## config.mk

```make
export PLATFORM = sky130hd
export DESIGN_NAME = branch_predictor
export DESIGN_NICKNAME = d
export VERILOG_FILES = /design/src/rtl/branch_predictor_pkg.sv /design/src/rtl/branch_predictor_sat.sv /design/src/rtl/branch_predictor.sv
export SDC_FILE = /design/constraint.sdc
export NUM_CORES = 2
export LEC_CHECK = 0
export ABC_AREA = 0
export CAP_MARGIN = 20
export CORE_MARGIN = 3
export CORE_UTILIZATION = 55
export DETAILED_ROUTE_END_ITERATION = 16
export PLACE_DENSITY_LB_ADDON = 0.05
export SYNTH_ARGS = -nofsm -noshare
export SYNTH_HDL_FRONTEND = slang
export SYNTH_SLANG_ARGS = --single-unit
```

## constraint.sdc

```tcl
create_clock -name clk -period 50.5 [get_ports clk]
set_input_delay 10.1 -clock clk [delete_from_list [all_inputs] [get_ports clk]]
set_output_delay 10.1 -clock clk [all_outputs]
set_load 0.01 [all_outputs]
```

## src/rtl/branch_predictor_pkg.sv

```systemverilog
// Shared types and constants for the branch predictor: BTB entry layout,
// 2-bit BHT counter type and the reset / fall-through constants.
package branch_predictor_pkg;

  typedef logic [1:0] cnt2_t;

  localparam cnt2_t       BHT_INIT  = 2'b01;
  localparam logic [31:0] PC_STEP   = 32'd4;
  // Widest tag needed (smallest BTB); narrower tags are zero-extended.
  localparam int          TAG_MAX_W = 30;

  typedef struct packed {
    logic                 valid;
    logic [TAG_MAX_W-1:0] tag;
    logic [31:0]          target;
    logic                 is_ret;
  } btb_entry_t;

endpackage

```

## src/rtl/branch_predictor_sat.sv

```systemverilog
// Combinational 2-bit saturating counter step used for BHT training.
module sat_counter2
  import branch_predictor_pkg::*;
(
  input  logic [1:0] cnt,
  input  logic       taken,
  output logic [1:0] cnt_nxt
);

  function automatic cnt2_t sat_step(cnt2_t c, logic t);
    cnt2_t r;
    if (t) r = (c == 2'b11) ? c : c + 2'd1;
    else   r = (c == 2'b00) ? c : c - 2'd1;
    return r;
  endfunction

  assign cnt_nxt = sat_step(cnt, taken);

endmodule

```

## src/rtl/branch_predictor.sv

```systemverilog
// Direct-mapped BTB plus bimodal BHT; one-cycle registered prediction with
// read-before-write lookup against same-cycle commit updates.
module branch_predictor
  import branch_predictor_pkg::*;
#(
  parameter int BTBSIZE = 4,
  parameter int BHTSIZE = 6
) (
  input  logic        clk,
  input  logic        rst,
  input  logic        i_bp_flush,
  input  logic        i_bp_req,
  input  logic [31:0] i_bp_pc,
  output logic        o_bp_pred_v,
  output logic        o_bp_pred_hit,
  output logic        o_bp_pred_taken,
  output logic [31:0] o_bp_pred_target,
  output logic        o_bp_pred_is_ret,
  input  logic        i_btb_write_en,
  input  logic [31:0] i_btb_write_pc,
  input  logic [31:0] i_btb_write_target,
  input  logic        i_btb_write_is_ret,
  input  logic        i_bht_write_en,
  input  logic [31:0] i_bht_write_pc,
  input  logic        i_bht_write_taken
);

  localparam int BTB_N = 1 << BTBSIZE;
  localparam int BHT_N = 1 << BHTSIZE;

  btb_entry_t btb [BTB_N];
  cnt2_t      bht [BHT_N];

  function automatic logic [TAG_MAX_W-1:0] pc_tag(logic [31:0] pc);
    return TAG_MAX_W'(pc >> (BTBSIZE + 2));
  endfunction

  // Stage p0: combinational lookup on the current request PC
  logic [BTBSIZE-1:0] btb_ridx_p0;
  logic [BHTSIZE-1:0] bht_ridx_p0;
  btb_entry_t         ent_p0;
  logic               hit_p0;
  logic               cnt_msb_p0;
  logic               issue_p0;

  assign btb_ridx_p0 = i_bp_pc[BTBSIZE+1:2];
  assign bht_ridx_p0 = i_bp_pc[BHTSIZE+1:2];
  assign ent_p0      = btb[btb_ridx_p0];
  assign hit_p0      = ent_p0.valid && (ent_p0.tag == pc_tag(i_bp_pc));
  assign cnt_msb_p0  = bht[bht_ridx_p0][1];
  assign issue_p0    = i_bp_req && !i_bp_flush;

  // Commit-side update indices and next counter value
  logic [BTBSIZE-1:0] btb_widx;
  logic [BHTSIZE-1:0] bht_widx;
  logic [1:0]         bht_cur;
  logic [1:0]         bht_nxt;

  assign btb_widx = i_btb_write_pc[BTBSIZE+1:2];
  assign bht_widx = i_bht_write_pc[BHTSIZE+1:2];
  assign bht_cur  = bht[bht_widx];

  sat_counter2 u_sat (
    .cnt     (bht_cur),
    .taken   (i_bht_write_taken),
    .cnt_nxt (bht_nxt)
  );

  logic unused_pc_bits;
  assign unused_pc_bits = ^{i_btb_write_pc[1:0], i_bht_write_pc[31:BHTSIZE+2],
                            i_bht_write_pc[1:0]};

  always_ff @(posedge clk or posedge rst) begin
    if (rst) begin
      for (int i = 0; i < BTB_N; i++) btb[i] <= '0;
      for (int i = 0; i < BHT_N; i++) bht[i] <= BHT_INIT;
    end else begin
      if (i_btb_write_en)
        btb[btb_widx] <= '{valid:  1'b1,
                           tag:    pc_tag(i_btb_write_pc),
                           target: i_btb_write_target,
                           is_ret: i_btb_write_is_ret};
      if (i_bht_write_en)
        bht[bht_widx] <= bht_nxt;
    end
  end

  // Stage p1: registered prediction outputs
  always_ff @(posedge clk or posedge rst) begin
    if (rst) begin
      o_bp_pred_v      <= 1'b0;
      o_bp_pred_hit    <= 1'b0;
      o_bp_pred_taken  <= 1'b0;
      o_bp_pred_target <= '0;
      o_bp_pred_is_ret <= 1'b0;
    end else begin
      o_bp_pred_v <= issue_p0;
      if (issue_p0 && hit_p0) begin
        o_bp_pred_hit    <= 1'b1;
        o_bp_pred_taken  <= cnt_msb_p0 || ent_p0.is_ret;
        o_bp_pred_target <= ent_p0.target;
        o_bp_pred_is_ret <= ent_p0.is_ret;
      end else if (issue_p0) begin
        o_bp_pred_hit    <= 1'b0;
        o_bp_pred_taken  <= 1'b0;
        o_bp_pred_target <= i_bp_pc + PC_STEP;
        o_bp_pred_is_ret <= 1'b0;
      end else begin
        o_bp_pred_hit    <= 1'b0;
        o_bp_pred_taken  <= 1'b0;
        o_bp_pred_target <= '0;
        o_bp_pred_is_ret <= 1'b0;
      end
    end
  end

endmodule
```

# Word level (Yosys, flattened, before mapping)
# Cells that the tools add are included.
word_totals:
  elab_cells: 179
  inputBits: 136
  ff_bits: 1188
op_classes:
  n_eq_ne: 2
  n_addsub: 3
  n_lt_le_gt_ge: 6
  bitwise: 4
  mux: 23
  n_reduce_logical: 8
op_table:
  columns: ["operator", "count"]
  rows:
  - ["$bwmux W1024", 1]
  - ["$bmux W64 S4", 1]
  - ["$demux W64 S4", 1]
  - ["$mux W64", 3]
  - ["$bwmux W128", 1]
  - ["$mux W32", 2]
  - ["$add A32 B3 Y32 const B", 1]
  - ["$eq A30 B26 Y1", 1]
  - ["$bmux W2 S6", 2]
  - ["$mux W2", 8]
  - ["$ge A7 B7 Y1 const B", 2]
  - ["$not A6 Y7", 2]
  - ["$demux W2 S6", 1]
  - ["$ge A5 B5 Y1 const B", 2]
  - ["$not A4 Y5", 2]
  - ["$lt A7 B1 Y1 const B", 1]
  - ["$logic_and A1 B1 Y1", 5]
  - ["$lt A5 B1 Y1 const B", 1]
  - ["$mux W1", 3]
  - ["$add A2 B1 Y2 const B", 1]
  - ["$eq A2 B2 Y1 const B", 1]
  - ["$logic_not A2 Y1", 1]
  - ["$sub A2 B1 Y2 const B", 1]
  - ["$logic_not A1 Y1", 1]
  - ["$logic_or A1 B1 Y1", 1]

# Depth between registers and ports, before layout
depth:
  word_depth: 8
  depth_mapped: 15
  depth_no_buf: 9

# Cells and area by module
# From an unflattened synthesis, not the netlist that was laid out.
hier_totals:
  cells_unflattened: 3335
  area_unflattened_um2: 51593.2
by_module_without_submodules:
  columns: ["module", "cells_per_inst", "area_per_inst_um2", "seq_area_each_um2", "instances"]
  rows:
  - ["branch_predictor", 3332, 51567.0, 28207.1, 1]
  - ["sat_counter2", 3, 26.3, 0.0, 1]

# Worst setup path after synthesis
# OpenSTA, ideal clock, no wires.
synth_path:
  path_kind: "input port to flip-flop"
  from: "in i_bp_pc[2]"
  to: "reg o_bp_pred_target[10]"
  path_slack_ps: 37254
  required_ps: 50375
  t_arrival_ps: 13121
  setup_ps: 125
  path_buffers: 8
  cell_stages: 11
  cell_sequence: "buf_6 -> buf_4 -> buf_4 -> buf_4 -> buf_4 -> buf_2 -> buf_2 -> buf_2 -> mux4_2 -> mux4_2 -> mux2_4"
synth_via:
  elab_chain_len: 8
synth_lines:
  columns: ["item", "line_no", "source"]
  rows:
  - ["start, declared", "branch_predictor.sv:13", "input logic [31:0] i_bp_pc,"]
  - ["$not A4 Y5 (not written as such)", "branch_predictor.sv:48", "assign ent_p0 = btb[btb_ridx_p0];"]
  - ["$bmux W64 S4", "branch_predictor.sv:48", null]
  - ["$mux W64 (not written as such) (2 in a row)", "branch_predictor.sv:48", null]
  - ["$eq A30 B26 Y1", "branch_predictor.sv:49", "assign hit_p0 = ent_p0.valid && (ent_p0.tag == pc_tag(i_bp_pc));"]
  - ["$logic_and A1 B1 Y1", "branch_predictor.sv:49", null]
  - ["$logic_and A1 B1 Y1", "branch_predictor.sv:98", "if (issue_p0 && hit_p0) begin"]
  - ["$mux W32 *", "branch_predictor.sv:98", null]
  - ["end signal, assigned", "branch_predictor.sv:101", "o_bp_pred_target <= ent_p0.target;"]
  - ["end signal, assigned", "branch_predictor.sv:106", "o_bp_pred_target <= i_bp_pc + PC_STEP;"]
  - ["end, declared", "branch_predictor.sv:17", "output logic [31:0] o_bp_pred_target,"]
# Every way passes the cells marked *; elsewhere a longest branch is shown, timed or not. The select of a mux whose other input is x is not followed.
# A chain may end at the register's enable or synchronous reset.

# Final worst setup path
layout_path:
  from: "in i_bp_pc[2]"
  to: "reg o_bp_pred_target[0]"
layout_via:
  elab_chain_len: 8
layout_lines:
  columns: ["item", "line_no"]
  rows:
  - ["$not A4 Y5 (not written as such) *", "branch_predictor.sv:48"]
  - ["$bmux W64 S4 *", "branch_predictor.sv:48"]
  - ["$mux W64 (not written as such) * (2 in a row)", "branch_predictor.sv:48"]
  - ["$eq A30 B26 Y1", "branch_predictor.sv:49"]
  - ["$logic_and A1 B1 Y1", "branch_predictor.sv:49"]
  - ["$logic_and A1 B1 Y1", "branch_predictor.sv:98"]
  - ["$mux W32 *", "branch_predictor.sv:98"]
# Marked as above.

==> results.sh <==
export IMPL_report_final_slew_viol_count=0
export IMPL_synth_edf_count=0
export IMPL_stdcell_count=4796
export IMPL_place_congestion=0.884
export IMPL_internal_power_mw=1.92
export IMPL_layout_min_cycle_time_ns=14.43
export IMPL_power_clock_fraction_pct=36.3
export IMPL_async_reset_ff_share_pct=100
export IMPL_die_y_um=314
export IMPL_grt_pass1_wl_mm=211
export IMPL_totalNegativeSetupSlack_ns=0
export IMPL_placed_area_mm2=0.0547
export IMPL_reg2reg_depth=8
export IMPL_cts_tree="yes"
export IMPL_drtIter0Drc=2243
export IMPL_post_cts_buffers=0
export IMPL_netlist_instances=3392
export IMPL_vias=30355
export IMPL_final_common_cell="mux2_2"
export IMPL_port_buffers=143
export IMPL_synth_top_area_share_pct=50.7
export IMPL_syn_num_nets=3529
export IMPL_rsz0062_at_grt="false"
export IMPL_fin_area_mm2=0.0591
export IMPL_final_setup_skew_ns=0.0261
export IMPL_syn_avg_cell_area_um2=15.4
export IMPL_max_freq_mhz=69.3
export IMPL_vdd_drop_max_uv=32.8
export IMPL_wl_mm=138
export IMPL_rows=112
export IMPL_gr_total_overflow=0
export IMPL_path_clk_slew_ns=0.06
export IMPL_die_w_um=314
export IMPL_clockBufferDepth=3
export IMPL_power_density_mw_per_mm2=43.2
export IMPL_p_comb_share_pct=16.9
export IMPL_dp_cells=4559
export IMPL_ys_ff_latch=1124
export IMPL_yosysTopAreaCell="dfrtp_1"
export IMPL_status="complete, no violations"
export IMPL_seqPwrFrac_pct=46.8
export IMPL_syn_to_final_growth_pct=12.9
export IMPL_layout_drive_gt1_share_pct=50.3
export IMPL_fillers=6688
export IMPL_critPathLaunchType="primary input"
export IMPL_arrival_ns=15.01
export IMPL_drt_pass1_iter_count=5
export IMPL_cts_sinks=1124
export IMPL_drc=0
export IMPL_hold_violations=0
export IMPL_required_ns=51.08
export IMPL_crit_path_end_kind="flip-flop"
export IMPL_yosysUniqueCellTypes=66
export IMPL_setup_slack_ns=36.07
export IMPL_ys_top_cells_by_area="dfrtp_1 51%, mux2_2 24%, mux4_2 12%, dfstp_2 3.2%, clkbuf_1 1.4%"
export IMPL_fp_coreArea_mm2=0.0937
export IMPL_grt_pass1_vias=33417
export IMPL_viasPerCell=6.33
export IMPL_critPathMaxFanout=91
export IMPL_synthFlopType="dfrtp_1"
export IMPL_drt_wirelength_per_cell_um=28.8
export IMPL_insertion_delay_ns=0.70
export IMPL_dp_slack_ns=35.32
export IMPL_hpwl_mm=81.1
export IMPL_utilization_pct=63.0
export IMPL_layout_common_cells="1098 x mux2_2, 1060 x dfrtp_1, 276 x mux4_2"
export IMPL_whs_path_depth=1
export IMPL_synth_warnings=0
export IMPL_worstMarginPinSlew_ns=1.14
export IMPL_fin_crit_sh_pct=28.6
export IMPL_syn_area_mm2=0.0523
export IMPL_finalNetCount=3567
export IMPL_finalSetupViolCount=0
export IMPL_boundaryPins=172
export IMPL_ys_seq_area_share_pct=53.9
export IMPL_maxSlewHeadroom_pct=23.7
export IMPL_dieArea_mm2=0.0988
export IMPL_p_sw_share_pct=24.6
export IMPL_ant_nets=0
export IMPL_floorplan_initialDensity_pct=55.8
export IMPL_min_delay_path_class="reg -> reg"
export IMPL_grt_antenna_before_repair=15
export IMPL_p_sw_mw=0.627
export IMPL_power_leakage_nw=25.0
export IMPL_maxCapViolations=0
export IMPL_cts_root_buffer="clkbuf_16"
export IMPL_ctsHoldBuffers=0
export IMPL_cts_resized=0
export IMPL_grt_max_degree=179
export IMPL_crit_type="in -> reg"
export IMPL_cts_buffers=119
export IMPL_grt_usage_pct=28.4
export IMPL_h_tree_depth=3
==> cells by family (layout without fill, tap and decap cells) <==
family | count (synthesis) | after routing | share of synthesized area [%]
multiplexers | 1481 | 1481 | 38.0
buffers and inverters | 300 | 439 | 2.40
XOR/XNOR | 55 | 55 | 0.921
AND/OR/NAND/NOR | 302 | 302 | 2.81
other | 0 | 11 | 0
adder cells (fa/ha/maj) | 3 | 3 | 0.0622
AO/OA/AOI/OAI | 127 | 127 | 1.85
flip-flops | 1124 | 1124 | 53.9
==> registers in the layout, indices dropped and copies added, names as in the netlist <==
signal            cells
btb                 960
bht                 128
o_bp_pred_target     32
o_bp_pred_hit         1
o_bp_pred_is_ret      1
o_bp_pred_taken       1
o_bp_pred_v           1
==> layer usage <==
metal / wire length, um / part of all wire, % / track usage [%]
met1: 60400 / 44 / 40.5
met2: 66200 / 48 / 45.7
met3: 8010 / 5.8 / 5.26
met4: 3390 / 2.5 / 7.35
met5: 69 / 0.050 / 0
==> worst max-delay path, cell delays in order <==
cell	delay (ns)
buf_8	0.56
buf_12	0.63
mux4_1	0.67
a22o_1	0.23
a221oi_2	0.34
xor2_1	0.18
o2111ai_1	0.14
or4_4	0.58
nor4_4	0.26
buf_4	0.71
mux2_2	0.42
==> stage by stage <==
stage	hold WS [ns]	total power, mW
4_1_cts	0.462	2.57
6_report	0.464	2.55
3_5_place_dp	0.448	1.64
5_1_grt	0.478	2.66
2_1_floorplan	0.429	1.52
3_3_place_gp	0.445	1.60
==> final cells by class <==
type | instances | area [um2] | share of cell area (%)
inverters | 12 | 52.6 | 0.0890
clock inverters | 49 | 667 | 1.13
repair buffers | 205 | 2030 | 3.44
flip-flops and latches | 1124 | 28200 | 47.8
clock buffers | 173 | 3550 | 6.00
well taps | 1254 | 1570 | 2.66
diodes | 11 | 27.5 | 0.0466
multi-input cells | 1968 | 23000 | 38.9
==> path summary, 6_finish.rpt <==
path,from,to,slack (ns)
worst max-delay path,i_bp_pc[2],o_bp_pred_target[0]$_DFF_PP0_,36.07
worst min-delay path,btb[639]$_DFFE_PP0P_,btb[639]$_DFFE_PP0P_,0.46
worst max register to register,btb[179]$_DFFE_PP0P_,o_bp_pred_target[0]$_DFF_PP0_,46.53
worst min register to register,btb[639]$_DFFE_PP0P_,btb[639]$_DFFE_PP0P_,0.46
max in group asynchronous,rst,btb[354]$_DFFE_PP0P_,37.19
min in group asynchronous,rst,btb[10]$_DFFE_PP0P_,9.99
==> synthesized netlist by cell type, drive strengths merged, types with 4 or more instances <==
| library cell | number |
|---|---|
| dfstp | 64 |
| a21oi | 11 |
| nand3 | 22 |
| dfrtp | 1060 |
| nor2b | 12 |
| a221oi | 28 |
| clkbuf | 198 |
| a221o | 4 |
| nor2 | 101 |
| o21ai | 10 |
| nand4 | 10 |
| mux2 | 1128 |
| and3 | 11 |
| nor3b | 4 |
| mux4 | 280 |
| o211ai | 4 |
| nand3b | 4 |
| a31oi | 8 |
| nor3 | 9 |
| or3 | 4 |
| o22ai | 12 |
| nand2 | 71 |
| a22oi | 15 |
| and2 | 11 |
| nand2b | 17 |
| xnor2 | 27 |
| a211oi | 5 |
| inv | 11 |
| or2 | 14 |
| xor2 | 28 |
| mux2i | 73 |
| nor4 | 5 |
| buf | 90 |
==> power groups by stage <==
stage,registers (mW),logic (mW),clock network [mW]
2_1_floorplan,1.18,0.342,0
3_3_place_gp,1.19,0.414,0
3_5_place_dp,1.21,0.433,0
4_1_cts,1.19,0.435,0.942
5_1_grt,1.21,0.466,0.979
6_report,1.19,0.432,0.926
Power figures use the tool's default switching activity.
